<file path="src/rtl/proc_core_p.sv">
// proc_core_p - parametrised multicycle processor core.
//
// A single controller plus datapath. Each instruction is fetched over a
// valid/ack instruction port and then executed. Loads and stores take an
// extra MEM phase over a valid/ack data port. Both ports tolerate any
// number of wait states. fetch_enable_i is honoured only at instruction
// boundaries. HALT parks the core until reset.
//
// Parameters: DATA_W (datapath/imm width), NREGS (register count, power of
// two), PC_W (program counter width, <= DATA_W).
// Instruction word: {op[3:0], dst[RW-1:0], src[RW-1:0], imm[DATA_W-1:0]}.
//
// Ports:
//   clk, rst (async, active-low)
//   fetch_enable_i                          gate for starting the next fetch
//   imem_req_o/addr_o/ack_i/rdata_i          instruction fetch handshake
//   dmem_req_o/we_o/addr_o/wdata_o/ack_i/rdata_i  data access handshake
//   cmp_flag_o                              compare flag used by BRT
//   halted_o                                core is parked in HALTED
//   retire_cnt_o                            retired-instruction count, only
//                                           when PROC_CORE_RETIRE_CNT_EN is
//                                           defined
module proc_core_p #(
   parameter int DATA_W = 8,
   parameter int NREGS  = 4,
   parameter int PC_W   = 8,
   localparam int RW      = $clog2(NREGS),
   localparam int INSTR_W = 4 + 2*RW + DATA_W
) (
   input  logic               clk,
   input  logic               rst,
   input  logic               fetch_enable_i,
   output logic               imem_req_o,
   output logic [PC_W-1:0]    imem_addr_o,
   input  logic               imem_ack_i,
   input  logic [INSTR_W-1:0] imem_rdata_i,
   output logic               dmem_req_o,
   output logic               dmem_we_o,
   output logic [DATA_W-1:0]  dmem_addr_o,
   output logic [DATA_W-1:0]  dmem_wdata_o,
   input  logic               dmem_ack_i,
   input  logic [DATA_W-1:0]  dmem_rdata_i,
   output logic               cmp_flag_o,
   output logic               halted_o
`ifdef PROC_CORE_RETIRE_CNT_EN
   ,
   output logic [31:0]        retire_cnt_o
`endif
);

   // state  | meaning
   // IDLE   | between instructions, waiting for fetch_enable_i
   // FETCH  | instruction request outstanding at pc
   // EXEC   | execute latched instruction
   // MEM    | load/store request outstanding
   // HALTED | parked after HALT, left only through reset
   localparam logic [2:0] S_IDLE   = 3'd0;
   localparam logic [2:0] S_FETCH  = 3'd1;
   localparam logic [2:0] S_EXEC   = 3'd2;
   localparam logic [2:0] S_MEM    = 3'd3;
   localparam logic [2:0] S_HALTED = 3'd4;

   localparam logic [3:0] OP_NOP    = 4'd0;
   localparam logic [3:0] OP_LD     = 4'd1;
   localparam logic [3:0] OP_ST     = 4'd2;
   localparam logic [3:0] OP_ADD    = 4'd3;
   localparam logic [3:0] OP_ADDI   = 4'd4;
   localparam logic [3:0] OP_AND    = 4'd5;
   localparam logic [3:0] OP_CMPLT  = 4'd6;
   localparam logic [3:0] OP_CMPEQ  = 4'd7;
   localparam logic [3:0] OP_CMPEQI = 4'd8;
   localparam logic [3:0] OP_SHR    = 4'd9;
   localparam logic [3:0] OP_SHL    = 4'd10;
   localparam logic [3:0] OP_INV    = 4'd11;
   localparam logic [3:0] OP_MVI    = 4'd12;
   localparam logic [3:0] OP_BRT    = 4'd13;
   localparam logic [3:0] OP_JMP    = 4'd14;
   localparam logic [3:0] OP_HALT   = 4'd15;

   localparam logic [PC_W-1:0] PC_ONE = PC_W'(1);

   logic [2:0]         state_q, state_d;
   logic [PC_W-1:0]    pc_q, pc_d;
   logic               cf_q, cf_d;
   logic [INSTR_W-1:0] ir_q;
   logic [DATA_W-1:0]  regs_q [NREGS];

   logic [3:0]         op;
   logic [RW-1:0]      dst;
   logic [RW-1:0]      src;
   logic [DATA_W-1:0]  imm;
   logic [PC_W-1:0]    imm_pc;
   logic [PC_W-1:0]    pc_inc;
   logic [DATA_W-1:0]  rd_val;
   logic [DATA_W-1:0]  rs_val;
   logic               is_mem;

   logic               wr_en;
   logic [DATA_W-1:0]  wr_data;

   assign op     = ir_q[INSTR_W-1 -: 4];
   assign dst    = ir_q[DATA_W+RW +: RW];
   assign src    = ir_q[DATA_W +: RW];
   assign imm    = ir_q[DATA_W-1:0];
   assign imm_pc = imm[PC_W-1:0];
   assign pc_inc = pc_q + PC_ONE;
   assign rd_val = regs_q[dst];
   assign rs_val = regs_q[src];
   assign is_mem = (op == OP_LD) || (op == OP_ST);

   always_comb begin
      state_d = state_q;
      pc_d    = pc_q;
      cf_d    = cf_q;
      wr_en   = 1'b0;
      wr_data = '0;
      case (state_q)
         S_IDLE: begin
            if (fetch_enable_i) state_d = S_FETCH;
         end
         S_FETCH: begin
            // the fetch completes even if fetch_enable_i falls in the same cycle
            if (imem_ack_i) state_d = S_EXEC;
         end
         S_EXEC: begin
            if (is_mem) begin
               state_d = S_MEM;
            end else if (op == OP_HALT) begin
               state_d = S_HALTED;
            end else begin
               pc_d    = pc_inc;
               state_d = fetch_enable_i ? S_FETCH : S_IDLE;
               case (op)
                  OP_ADD:    begin wr_en = 1'b1; wr_data = rd_val + rs_val; end
                  OP_ADDI:   begin wr_en = 1'b1; wr_data = rd_val + imm;    end
                  OP_AND:    begin wr_en = 1'b1; wr_data = rd_val & rs_val; end
                  OP_CMPLT:  cf_d = (rd_val < rs_val);
                  OP_CMPEQ:  cf_d = (rd_val == rs_val);
                  OP_CMPEQI: cf_d = (rd_val == imm);
                  OP_SHR:    begin wr_en = 1'b1; wr_data = rd_val >> 1;     end
                  OP_SHL:    begin wr_en = 1'b1; wr_data = rd_val << 1;     end
                  OP_INV:    begin wr_en = 1'b1; wr_data = ~rd_val;         end
                  OP_MVI:    begin wr_en = 1'b1; wr_data = imm;             end
                  OP_BRT:    if (cf_q) pc_d = imm_pc;
                  OP_JMP:    pc_d = imm_pc;
                  default:   ;
               endcase
            end
         end
         S_MEM: begin
            if (dmem_ack_i) begin
               pc_d    = pc_inc;
               state_d = fetch_enable_i ? S_FETCH : S_IDLE;
               if (op == OP_LD) begin
                  wr_en   = 1'b1;
                  wr_data = dmem_rdata_i;
               end
            end
         end
         S_HALTED: ;
         default: state_d = S_IDLE;
      endcase
   end

   always_ff @(posedge clk or negedge rst) begin
      if (!rst) begin
         state_q <= S_IDLE;
         pc_q    <= '0;
         cf_q    <= 1'b0;
         ir_q    <= '0;
      end else begin
         state_q <= state_d;
         pc_q    <= pc_d;
         cf_q    <= cf_d;
         if (state_q == S_FETCH && imem_ack_i) ir_q <= imem_rdata_i;
      end
   end

   always_ff @(posedge clk or negedge rst) begin
      if (!rst) begin
         for (int i = 0; i < NREGS; i++) regs_q[i] <= '0;
      end else if (wr_en) begin
         regs_q[dst] <= wr_data;
      end
   end

   // Data-port fields come straight from the latched instruction and the
   // register file, neither of which can change while MEM waits for ack.
   assign imem_req_o   = (state_q == S_FETCH);
   assign imem_addr_o  = pc_q;
   assign dmem_req_o   = (state_q == S_MEM);
   assign dmem_we_o    = (state_q == S_MEM) && (op == OP_ST);
   assign dmem_addr_o  = imm;
   assign dmem_wdata_o = rs_val;
   assign cmp_flag_o   = cf_q;
   assign halted_o     = (state_q == S_HALTED);

`ifdef PROC_CORE_RETIRE_CNT_EN
   logic        retire;
   logic [31:0] retire_cnt_q;

   // HALT counts as retired on entry to HALTED, loads/stores on their ack
   assign retire = ((state_q == S_EXEC) && !is_mem) ||
                   ((state_q == S_MEM) && dmem_ack_i);

   always_ff @(posedge clk or negedge rst) begin
      if (!rst) retire_cnt_q <= '0;
      else if (retire) retire_cnt_q <= retire_cnt_q + 32'd1;
   end

   assign retire_cnt_o = retire_cnt_q;
`endif

endmodule

</file>
<file path="config.mk">
export PLATFORM = sky130hd
export DESIGN_NAME = proc_core_p
export DESIGN_NICKNAME = d
export VERILOG_FILES = /design/src/rtl/proc_core_p.sv
export SDC_FILE = /design/constraint.sdc
export NUM_CORES = 1
export LEC_CHECK = 0
export CAP_MARGIN = 10
export CORE_MARGIN = 2
export CORE_UTILIZATION = 45
export DETAILED_ROUTE_END_ITERATION = 10
export PLACE_DENSITY = 0.63
export SLEW_MARGIN = 20
export SYNTH_ARGS = -nofsm -noshare
export SYNTH_HDL_FRONTEND = slang
export SYNTH_SLANG_ARGS = --single-unit
</file>
<file path="constraint.sdc">
create_clock -name clk -period 4.7 [get_ports clk]
set_input_delay 0.47 -clock clk [delete_from_list [all_inputs] [get_ports clk]]
set_output_delay 0.47 -clock clk [all_outputs]
set_load 0.02 [all_outputs]
</file>
==> flow_metrics.env, run 1 <==
export IMPL_dp_cells=596
export IMPL_maxCapViolCount=0
export IMPL_path_max_fanout=9
export IMPL_initial_core_util_pct=46.7
export IMPL_placed_cell_area_um2=4910
export IMPL_synth_top_family_by_area="multiplexers"
export IMPL_antenna_found_initial=0
export IMPL_crit_type="flip-flop to flip-flop"
export IMPL_synth_warnings=0
export IMPL_layout_setup_ws_ns=0.866
export IMPL_fin_nets=534
export IMPL_hold_viol_final=0
export IMPL_overflow=0
export IMPL_ys_ff_latch=60
export IMPL_core_um2=9280
export IMPL_gp_congestion=0.914
export IMPL_yosys_mux_area_fraction_pct=18.4
export IMPL_clk_pin_slew_ns=0.08
export IMPL_slew_viol_final=0
export IMPL_worst_pin_slew_ns=1.02
export IMPL_clockBufferDepth=2
export IMPL_vias=3642
export IMPL_fin_crit_sh_pct=81.6
export IMPL_io_pins=58
export IMPL_ys_async_sr_fraction_pct=100
export IMPL_port_buffers=57
export IMPL_worst_hold_slack_ns=0.293
export IMPL_required_ns=4.93
export IMPL_cts_root_buffer="clkbuf_8"
export IMPL_via_per_inst=5.94
export IMPL_postCtsResizedCells=0
export IMPL_startpoint_type="flip-flop"
export IMPL_fp_dieW_um=102
export IMPL_slew_headroom_pct=32.0
export IMPL_post_cts_setup_buffers=0
export IMPL_synth_top_flop_cell="dfrtp_1"
export IMPL_grt_max_degree=61
export IMPL_routed_wl_um=11700
export IMPL_hold_path_class="input pin to asynchronous set/reset pin"
export IMPL_cts_made_buffers=9
export IMPL_cts_hold_buffers=0
export IMPL_p_leak_nw=2.20
export IMPL_synth_distinct_cells=54
export IMPL_period_needed_ns=3.83
export IMPL_syn_area_um2=4330
export IMPL_n_antenna_cell=0
export IMPL_rows=35
export IMPL_h_tree_depth=3
export IMPL_synth_xor_area_share_pct=3.03
export IMPL_synthCells=437
export IMPL_final_area_um2=5090
export IMPL_critPathArrivalTime_ns=4.07
export IMPL_synth_nets=491
export IMPL_detail_route_iter0_violations=297
export IMPL_fmax_ghz=0.261
export IMPL_clock_latency_ns=0.35
export IMPL_avgSynthCellArea_um2=9.92
export IMPL_layout_drive_gt1_share_pct=15.7
export IMPL_post_place_ws_ns=0.895
export IMPL_power_switching_mw=1.17
export IMPL_p_int_mw=1.40
export IMPL_synth_compound_area_share_pct=17.8
export IMPL_post_dp_hpwl_um=8440
export IMPL_grt_pass1_vias=3737
export IMPL_grt_setup_unrepaired="false"
export IMPL_fin_setup_tns_ns=0
export IMPL_status="finished clean"
export IMPL_seqPwrFrac_pct=36.5
export IMPL_skew_ns=0.0102
export IMPL_dieArea_um2=10400
export IMPL_grt_pass1_wl_um=19100
export IMPL_cts_sinks=60
export IMPL_setup_violations=0
export IMPL_syn_to_final_growth_pct=17.5
export IMPL_synth_yosys_seq_area_share_pct=34.7
export IMPL_swShare_pct=45.6
export IMPL_pwr_share_clk_pct=16.0
export IMPL_drtAntennaViolNets=0
export IMPL_endpoint_kind="flip-flop"
export IMPL_synth_edff_count=0
export IMPL_dr_pass1_iters=5
export IMPL_grt_total_usage_pct=23.9
export IMPL_cts_tree="built"
export IMPL_synth_simple_gate_area_share_pct=13.1
export IMPL_die_height_um=102
export IMPL_synthAdderAreaFrac_pct=7.39
export IMPL_finalNonFillerCells=613
export IMPL_combinationalPowerShare_pct=47.5
export IMPL_ir_worst_vdd_mv=0.218
export IMPL_wl_per_cell_um=19.0
export IMPL_p_per_area_nw_per_um2=505
export IMPL_drcViolationCount=0
## layout by cell type (no fill, tap or decap), types with 3 or more instances in the layout
cell type        count
nand2_1             36
mux2_2              35
o211ai_1             4
nand3_1              6
mux4_2              10
a21oi_1             27
clkbuf_8             9
nor4_1               3
nor2_1              25
nand2b_1             5
ha_1                24
a211oi_1             4
clkinvlp_4           3
clkdlybuf4s50_1     56
xnor2_1              3
a21o_1               7
xor2_1              12
nor3_1               6
inv_1               17
dfrtp_1             60
a22o_1               3
o22ai_1              5
nor3b_1              4
and3_1               6
buf_4                6
a22oi_1             13
nor2b_1              6
o221ai_1             4
mux4_1               6
o21ai_0             42
## synth_stat cells, types with 9 or more instances
cell / count / area [µm²]
ha_1: 24 / 300
mux2_2: 35 / 394
nor2_1: 25 / 93.8
inv_1: 17 / 63.8
mux4_2: 10 / 225
clkbuf_1: 10 / 37.5
buf_2: 10 / 50.1
xor2_1: 12 / 105
dfrtp_1: 60 / 1500
buf_4: 9 / 67.6
nand2_1: 36 / 135
a22oi_1: 13 / 97.6
o21ai_0: 42 / 210
a21oi_1: 27 / 135
## final cells by class
type	count	area, µm²
fill	866	4190
inverter	17	63.8
tap	129	161
multi-input combinational	328	2580
clock buffer	9	124
clock inverter	6	41.3
sequential	60	1500
timing repair buffer	64	616
## path summary, 6_finish.rpt
| kind | from | endpoint | slack, ns | cells past startpoint |
|---|---|---|---|---|
| setup / recovery | ir_q[8]$_DFFE_PN0P_ | regs_q[14]$_DFFE_PN0P_ | 0.87 | 11 |
| hold / removal | rst | ir_q[5]$_DFFE_PN0P_ | 0.29 | 2 |
| setup reg to reg | ir_q[8]$_DFFE_PN0P_ | regs_q[14]$_DFFE_PN0P_ | 0.87 | 11 |
| hold reg to reg | regs_q[4]$_DFFE_PN0P_ | regs_q[4]$_DFFE_PN0P_ | 0.51 | 2 |
| max in group asynchronous | rst | regs_q[0]$_DFFE_PN0P_ | 3.88 | 2 |
| min in group clk | regs_q[4]$_DFFE_PN0P_ | regs_q[4]$_DFFE_PN0P_ | 0.51 | 2 |
## worst max-delay path, stage by stage, from the launching register on
cell,delay [ns]
dfrtp_1,0.69
mux4_2,0.63
mux2_2,0.29
ha_1,0.23
fa_1,0.43
a211oi_1,0.29
o21bai_1,0.11
a21oi_1,0.20
xor2_1,0.16
o221ai_1,0.15
a22o_1,0.27
mux2_2,0.27
## per-layer routing
layer / wire length (µm) / global-route usage (%)
met5: 0 / 0
met4: 296 / 10.2
met3: 828 / 5.68
met2: 5500 / 38.5
met1: 5050 / 31.1
## per-stage QoR
step | utilization [%] | total power, mW
after global placement | 52.9 | 2.14
final | 54.9 | 2.57
after CTS | 54.7 | 2.58
after detailed placement | 52.9 | 2.16
after global routing | 54.9 | 2.76
after floorplan | - | 1.78
## power by group through the flow
stage	clock (mW)	sequential, mW	combinational [mW]
floorplan	0	0.818	0.962
global placement	0	0.940	1.20
detailed placement	0	0.949	1.21
CTS	0.425	0.937	1.22
global route	0.442	0.979	1.34
finish	0.411	0.938	1.22
## flip-flops by register name, indices dropped and copies added (netlist names)
signal and count:
imem_addr_o 8, cmp_flag_o 1, ir_q 16, regs_q 32, state_q 3
## logic make-up after synthesis
kind of cell / Yosys count
AND/OR/NAND/NOR: 111
flip-flops: 60
multiplexers: 53
buffers and inverters: 49
adder cells (fa/ha/maj): 25
XOR/XNOR: 15
AO/OA/AOI/OAI: 124
Power figures use the tool's default switching activity.
==> run 2: changes to the inputs <==
clock period = 3.7 ns   (was 4.7 ns; I/O delays follow)
==> run 2 against run 1 <==
Effect of this change: sequential power increased by 13%; via count increased by 0.58%; critical path depth increased by 1; power increased by 30%; worst setup slack got worse by 0.54 ns; fmax increased by 14%; combinational power increased by 44%; critical path type unchanged; highest routed layer unchanged.
==> flow_metrics.env, run 2 (same netlist as run 1, synthesis figures left out) <==
export IMPL_fin_crit_sh_pct=91.2
export IMPL_fmax_ghz=0.296
export IMPL_fillers=860
export IMPL_grt_setup_unrepaired="false"
export IMPL_skew_ns=0.00944
export IMPL_cts_tree="built"
export IMPL_required_ns=3.93
export IMPL_status="finished clean"
export IMPL_cts_hold_buffers=0
export IMPL_post_route_util_pct=55.7
export IMPL_startpoint="ir_q[8]$_DFFE_PN0P_"
export IMPL_grtUsageMet2_pct=37.4
export IMPL_antenna_found_initial=0
export IMPL_slew_headroom_pct=35.4
export IMPL_r2r_start="ir_q[8]$_DFFE_PN0P_"
export IMPL_post_place_ws_ns=0.339
export IMPL_rows=35
export IMPL_drtAntennaViolNets=0
export IMPL_h_tree_depth=3
export IMPL_maxCapViolCount=0
export IMPL_period_needed_ns=3.37
export IMPL_post_dp_hpwl_um=8760
export IMPL_dp_cells=607
export IMPL_ir_worst_vdd_mv=0.232
export IMPL_dr_pass1_iters=5
export IMPL_n_antenna_cell=0
export IMPL_p_per_area_nw_per_um2=647
export IMPL_fin_setup_tns_ns=0
export IMPL_critPathArrivalTime_ns=3.60
export IMPL_clock_latency_ns=0.34
export IMPL_fin_nets=543
export IMPL_overflow=0
export IMPL_largest_register="regs_q"
export IMPL_worstReg2RegEnd="regs_q[22]$_DFFE_PN0P_"
export IMPL_layout_drive_gt1_share_pct=17.0
export IMPL_port_buffers=57
export IMPL_r2r_slack_ns=0.33
export IMPL_post_cts_setup_buffers=0
export IMPL_initial_core_util_pct=46.7
export IMPL_via_per_inst=5.88
export IMPL_grt_pass1_vias=3669
export IMPL_gp_congestion=0.971
export IMPL_largest_reg_flops=32
export IMPL_cts_made_buffers=9
export IMPL_reg2reg_depth=12
export IMPL_hold_path_class="input pin to asynchronous set/reset pin"
export IMPL_setup_violations=0
export IMPL_worst_pin_slew_ns=0.964
export IMPL_crit_type="flip-flop to flip-flop"
export IMPL_startpoint_type="flip-flop"
export IMPL_syn_to_final_growth_pct=19.3
export IMPL_path_max_fanout=8
export IMPL_grt_max_degree=38
export IMPL_detail_route_iter0_violations=206
export IMPL_fin_total_pwr_mw=3.35
export IMPL_routed_wl_um=11600
export IMPL_clk_pin_slew_ns=0.07
export IMPL_met3_usage_pct=4.65
export IMPL_die_height_um=102
export IMPL_gr_usage_met1_pct=30.9
export IMPL_endpoint_kind="flip-flop"
export IMPL_cts_sinks=60
export IMPL_slew_viol_final=0
export IMPL_core_um2=9280
export IMPL_finalNonFillerCells=623
export IMPL_p_leak_nw=2.25
export IMPL_clockBufferDepth=2
export IMPL_wl_per_cell_um=18.6
export IMPL_io_pins=58
export IMPL_vias=3663
export IMPL_grt_total_usage_pct=23.3
export IMPL_drcViolationCount=0
export IMPL_cts_root_buffer="clkbuf_8"
export IMPL_final_common_cell="dfrtp_1"
export IMPL_postCtsResizedCells=0
export IMPL_layout_setup_ws_ns=0.326
export IMPL_fp_dieW_um=102
export IMPL_final_cell_mix="dfrtp_1 (60), clkdlybuf4s50_1 (56), o21ai_0 (42)"
export IMPL_busiest_layer="met2"
export IMPL_hold_viol_final=0
export IMPL_grt_pass1_wl_um=18500
export IMPL_dieArea_um2=10400
==> run 2: cell count changes in the layout (fill, tap and decap cells not counted), sizes merged <==
cell	before	now
clkinvlp	3	2
inv	18	17
clkbuf	9	12
buf	8	17
==> run 2: layout make-up <==
cell class / count / area, µm² / area share [%]
inverter: 17 / 63.8 / 1.23
clock inverter: 4 / 25.0 / 0.484
clock buffer: 12 / 145 / 2.81
sequential: 60 / 1500 / 29.1
tap: 129 / 161 / 3.12
multi-input combinational: 328 / 2580 / 50.0
timing repair buffer: 73 / 686 / 13.3
==> run 2: power breakdown <==
group / internal [mW] / total (mW) / leakage [nW] / switching [mW]
registers: 0.825 / 1.06 / 0.780 / 0.231
logic: 0.772 / 1.76 / 1.39 / 0.986
clock network: 0.259 / 0.531 / 0.0824 / 0.272
total: 1.86 / 3.35 / 2.25 / 1.49
==> run 2: critical path, cell delays in order (launching register included) <==
cell and delay (ns):
dfrtp_1 0.37, buf_4 0.21, mux4_2 0.54, inv_1 0.10, o21ai_0 0.15, fa_1 0.51
a211oi_1 0.26, o21bai_1 0.10, a21oi_1 0.17, xor2_1 0.17, o221ai_1 0.14, a22o_1 0.26
mux2_2 0.27
==> run 2: how the worst max path moves through the flow <==
stage	slack (ns)	depth (start not counted)	endpoint
4_1_cts	0.32	12	regs_q[22]$_DFFE_PN0P_
3_3_place_gp	0.39	12	regs_q[30]$_DFFE_PN0P_
3_5_place_dp	0.34	12	regs_q[22]$_DFFE_PN0P_
5_1_grt	0.09	12	regs_q[30]$_DFFE_PN0P_
6_report	0.33	12	regs_q[22]$_DFFE_PN0P_
2_1_floorplan	0.32	12	regs_q[30]$_DFFE_PN0P_
==> run 2: metrics by stage <==
step | area, µm² | hold WS (ns)
floorplan | 4330 | 0.0744
global placement | 5000 | 0.388
detailed placement | 5000 | 0.390
CTS | 5170 | 0.0277
global route | 5170 | 0.0600
finish | 5170 | 0.00104
==> run 2: layer usage <==
layer	wire length [µm]	share of wire [%]
met5	0	0
met4	359	3.1
met3	722	6.2
met2	5430	47
met1	5100	44
